<file path="src/rtl/pulse_stretcher_pkg.sv">
// Shared types and helpers for the pulse stretcher: FSM state encoding and
// the down-counter width derivation.
package pulse_stretcher_pkg;

  typedef enum logic [1:0] {
    IDLE  = 2'd0,
    HIGH  = 2'd1,
    GUARD = 2'd2
  } ps_state_e;

  // The counter must hold the larger of the two reload values (cycles - 1),
  // so size it for max(HIGH_CYCLES, LOW_CYCLES) + 1 distinct values.
  function automatic int ps_cnt_width(input int high_cycles, input int low_cycles);
    int m;
    m = (high_cycles > low_cycles) ? high_cycles : low_cycles;
    return (m < 1) ? 1 : $clog2(m + 1);
  endfunction

endpackage

</file>
<file path="src/rtl/pulse_stretcher.sv">
// Stretches single-cycle ticks into HIGH_CYCLES-wide level pulses separated by at
// least LOW_CYCLES low cycles; one tick may queue while busy. Optional macro:
// PULSE_STRETCHER_RETRIGGER_EN (ticks during HIGH extend the current pulse).
module pulse_stretcher
  import pulse_stretcher_pkg::*;
#(
  parameter int HIGH_CYCLES = 4,
  parameter int LOW_CYCLES  = 2
) (
  input  logic clk,
  input  logic reset,
  input  logic tick,
  output logic level,
  output logic busy,
  output logic dropped
);

  localparam int CNT_W = ps_cnt_width(HIGH_CYCLES, LOW_CYCLES);
  localparam logic [CNT_W-1:0] LP_HIGH_LOAD = CNT_W'(HIGH_CYCLES - 1);
  localparam logic [CNT_W-1:0] LP_LOW_LOAD  = CNT_W'(LOW_CYCLES - 1);
  localparam logic [CNT_W-1:0] LP_ONE       = CNT_W'(1);

  ps_state_e        r_state;
  ps_state_e        w_state_nxt;
  logic [CNT_W-1:0] r_cnt;
  logic [CNT_W-1:0] w_cnt_nxt;
  logic             r_pending;
  logic             w_pending_nxt;
  logic             r_level;
  logic             r_dropped;
  logic             w_dropped_nxt;
  logic             w_cnt_zero;
  logic             w_queue;

  assign w_cnt_zero = (r_cnt == '0);

  always_comb begin
    w_state_nxt   = r_state;
    w_cnt_nxt     = r_cnt;
    w_pending_nxt = r_pending;
    w_dropped_nxt = 1'b0;
    w_queue       = 1'b0;

    case (r_state)
      IDLE: begin
        if (tick) begin
          w_state_nxt = HIGH;
          w_cnt_nxt   = LP_HIGH_LOAD;
        end
      end

      HIGH: begin
`ifdef PULSE_STRETCHER_RETRIGGER_EN
        if (tick) begin
          w_cnt_nxt = LP_HIGH_LOAD;
        end else if (w_cnt_zero) begin
          w_state_nxt = GUARD;
          w_cnt_nxt   = LP_LOW_LOAD;
        end else begin
          w_cnt_nxt = r_cnt - LP_ONE;
        end
`else
        // Even the final HIGH cycle counts as busy, so its tick is queued.
        w_queue = tick;
        if (w_cnt_zero) begin
          w_state_nxt = GUARD;
          w_cnt_nxt   = LP_LOW_LOAD;
        end else begin
          w_cnt_nxt = r_cnt - LP_ONE;
        end
`endif
      end

      GUARD: begin
        if (w_cnt_zero) begin
          if (r_pending || tick) begin
            // Serve the queued tick; a fresh tick now takes its place in the queue.
            w_state_nxt   = HIGH;
            w_cnt_nxt     = LP_HIGH_LOAD;
            w_pending_nxt = r_pending && tick;
          end else begin
            w_state_nxt = IDLE;
          end
        end else begin
          w_cnt_nxt = r_cnt - LP_ONE;
          w_queue   = tick;
        end
      end

      default: begin
        w_state_nxt   = IDLE;
        w_cnt_nxt     = '0;
        w_pending_nxt = 1'b0;
      end
    endcase

    if (w_queue) begin
      if (r_pending) begin
        w_dropped_nxt = 1'b1;
      end else begin
        w_pending_nxt = 1'b1;
      end
    end
  end

  always_ff @(posedge clk or posedge reset) begin
    if (reset) begin
      r_state   <= IDLE;
      r_cnt     <= '0;
      r_pending <= 1'b0;
      r_level   <= 1'b0;
      r_dropped <= 1'b0;
    end else begin
      r_state   <= w_state_nxt;
      r_cnt     <= w_cnt_nxt;
      r_pending <= w_pending_nxt;
      r_level   <= (w_state_nxt == HIGH);
      r_dropped <= w_dropped_nxt;
    end
  end

  assign level   = r_level;
  assign busy    = (r_state != IDLE);
  assign dropped = r_dropped;

endmodule
</file>
<file path="config.mk">
export PLATFORM = sky130hd
export DESIGN_NAME = pulse_stretcher
export DESIGN_NICKNAME = d
export VERILOG_FILES = /design/src/rtl/pulse_stretcher_pkg.sv /design/src/rtl/pulse_stretcher.sv
export SDC_FILE = /design/constraint.sdc
export NUM_CORES = 1
export LEC_CHECK = 0
export ABC_AREA = 1
export CORE_AREA = 8 8 45 47
export DETAILED_ROUTE_END_ITERATION = 8
export DIE_AREA = 0 0 53 55
export PLACE_DENSITY = 0.74
export RECOVER_POWER = 100
export SETUP_SLACK_MARGIN = 0.2
export SLEW_MARGIN = 20
export SYNTH_ARGS = -nofsm -noshare
export SYNTH_HDL_FRONTEND = slang
export SYNTH_SLANG_ARGS = --single-unit
</file>
<file path="constraint.sdc">
create_clock -name clk -period 1.35 [get_ports clk]
set_input_delay 0.2025 -clock clk [delete_from_list [all_inputs] [get_ports clk]]
set_output_delay 0.2025 -clock clk [all_outputs]
set_load 0.05 [all_outputs]
</file>
==> flow_metrics.tcl <==
set metrics [dict create \
    wl_per_cell_um 12.5 \
    synthesis.area_um2 552 \
    ant_nets 0 \
    setup_viol 7 \
    skew_ps 11.6 \
    core_um2 1380 \
    antenna_found_initial 0 \
    cap_violations 0 \
    reg2reg_to "r_pending" \
    grt_pass1_vias 550 \
    r2r_start "r_state[1]" \
    worst_pin_slew_ps 301 \
    cts_num_sinks 8 \
    endpoint_kind "flop" \
    fin_crit_ps 1450 \
    r2r_slack_ps -100 \
    dr.first_iter.drc_count 12 \
    max_freq_mhz 688 \
    yosys.area.top_type "dfrtp_1" \
    hold_path_class "in -> async" \
    synth.distinct_cells 16 \
    yosys.area.top_type_share_pct 36.3 \
    critPathCapture "r_pending" \
    final_max_slew_viol_count 0 \
    cts-root-buf "clkbuf_4" \
    ys_top_cells_by_area "dfrtp_1 36%, nand2_1 12%, ha_1 11%" \
    dpl-instance-area_um2 728 \
    wl_um 1410 \
    row_count 14 \
    num_vias 548 \
    rsz0062_at_grt "true" \
    grt_usage_pct 10.8 \
    dieArea_um2 2920 \
    first_pass_iters 4 \
    ios 6 \
    p_per_area_nw_per_um2 2430 \
    fill_cells 112 \
    synth_seq_area_share_pct 36.3 \
    drive_above_1_share_pct 54.6 \
    start_util_pct 39.9 \
    cts_buffers 3 \
    critPathArrivalTime_ps 1590 \
    ys_seq_elements 8 \
    crit_required_ps 1480 \
    design_area_um2 892 \
    fin_nets 107 \
    post-route-period-util_pct 108 \
    port_buffers 5 \
    start_kind "flop" \
    syn_to_final_growth_pct 61.7 \
    synth_warnings 0 \
    syn_avg_cell_area_um2 7.46 \
    place_congestion 0.865 \
    antenna_cells 0 \
    layout_setup_ws_ps -103 \
    fin_util_pct 64.5 \
    clk_pin_slew_ps 60 \
    die_w_um 53 \
    clk_latency_ps 260 \
    ir_worst_vdd_mv 1.25 \
    htree_levels 1 \
    cts_max_path_buffers 2 \
    dp_hpwl_um 899 \
    synth_cells 74 \
    grt_max_degree 9 \
    grt_pass1_wl_um 2280 \
    cts_tree "built" \
    vias_per_cell 4.85 \
    power.leakage_uw 0.000458 \
    crit_type "reg -> reg" \
    status "finished with violations" \
    violations "negative setup slack" \
    worstRegToRegCells 10 \
    fp.dieH_um 55 \
    cts_hold_buffers 0 \
    cp-startpoint "r_state[1]" \
    slew_headroom_pct 79.9 \
    path_max_fanout 3 \
    finalHoldViolCount 0 \
    syn_nets 82 \
    grt_remaining_overflow 0 \
    drc 0 \
]
==> cells by family after synthesis <==
family / synth area share [%]
flip-flops: 36.3
AND/OR/NAND/NOR: 35.4
adder cells (fa/ha/maj): 11.3
buffers and inverters: 11.6
AO/OA/AOI/OAI: 5.44
==> what timing repair did <==
item | CTS | global route
cloned | 0 | 0
pin swaps | 8 | 13
resized for setup | 14 | 14
setup buffers | 6 | 2
endpoints found under the setup margin | 9 | 9
endpoints found under the hold margin | 0 | 0
==> worst max-delay path, cell delays in order, from the launching register on <==
cell     delay, ps
dfrtp_1        380
inv_2           50
buf_4          130
buf_6          110
ha_4           160
nor2_4         140
inv_4           60
nand2_4         80
inv_4           50
o21ai_2        120
nand2_1         60
==> where the power goes <==
part	switching (uW)	leakage [uW]	internal, uW	total, uW
clock network	80.0	0.0000138	102	182
logic	866	0.000342	706	1570
registers	85.3	0.000103	325	410
total	1030	0.000458	1130	2160
==> sequential cells by signal, summed over array words and instances (netlist names) <==
register / cells
level: 1
r_cnt: 3
dropped: 1
r_pending: 1
r_state: 2
==> worst min-delay path by stage <==
stage	end	slack [ps]	depth (start not counted)
2_1_floorplan	dropped	20	1
3_3_place_gp	dropped	460	2
3_5_place_dp	dropped	460	2
4_1_cts	level	190	2
5_1_grt	r_cnt[2]	370	2
6_report	level	320	2
==> layout make-up <==
type | count | area, um2 | area share (%)
multi-input cells | 49 | 393 | 44.0
flip-flops and latches | 8 | 200 | 22.4
repair buffers | 20 | 181 | 20.3
inverters | 17 | 75.1 | 8.42
clock buffers | 3 | 22.5 | 2.52
well taps | 16 | 20.0 | 2.24
==> per-stage QoR <==
step | TNS (ps) | cells | total power [uW] | hold WS, ps | setup slack [ps]
after floorplan | 0 | 74 | 1160 | 18.2 | 109
after global placement | -12.4 | 102 | 1550 | 459 | -9.77
after detailed placement | -54.4 | 102 | 1570 | 465 | -32.7
after CTS | -94.5 | 111 | 1990 | 192 | -91.1
after global routing | -979 | 113 | 2320 | 368 | -165
final | -379 | 113 | 2160 | 321 | -103
==> cell usage after synthesis (all sizes together) <==
| cell | count |
|---|---|
| nand2 | 22 |
| inv | 17 |
| dfrtp | 8 |
| nand3 | 6 |
| nor2 | 6 |
| ha | 5 |
| o21ai | 5 |
| nand4 | 2 |
| nor3 | 2 |
| a21oi | 1 |
==> layout by cell type (no fill, tap or decap), drive strengths merged <==
cell type | Yosys | final
dlygate4sd3 | 0 | 1
a21oi | 1 | 1
clkbuf | 0 | 5
inv | 17 | 16
o21ai | 5 | 5
nor3 | 2 | 2
nand4 | 2 | 2
clkdlybuf4s50 | 0 | 1
nand3 | 6 | 6
clkinvlp | 0 | 1
ha | 5 | 5
buf | 0 | 16
nor2 | 6 | 6
nand2 | 22 | 22
dfrtp | 8 | 8
==> per-layer routing <==
metal / GRT usage (%) / routed length [um] / share of wire (%) / vias to the layer above
met1: 10.5 / 560 / 40 / 260
li1: - / - / - / 277
met2: 19.1 / 771 / 55 / 11
met3: 6.42 / 79 / 5.6 / 0
met4: 2.59 / 0 / 0 / 0
met5: 0 / 0 / 0 / -
No activity file was read; power rests on OpenSTA's default activity.
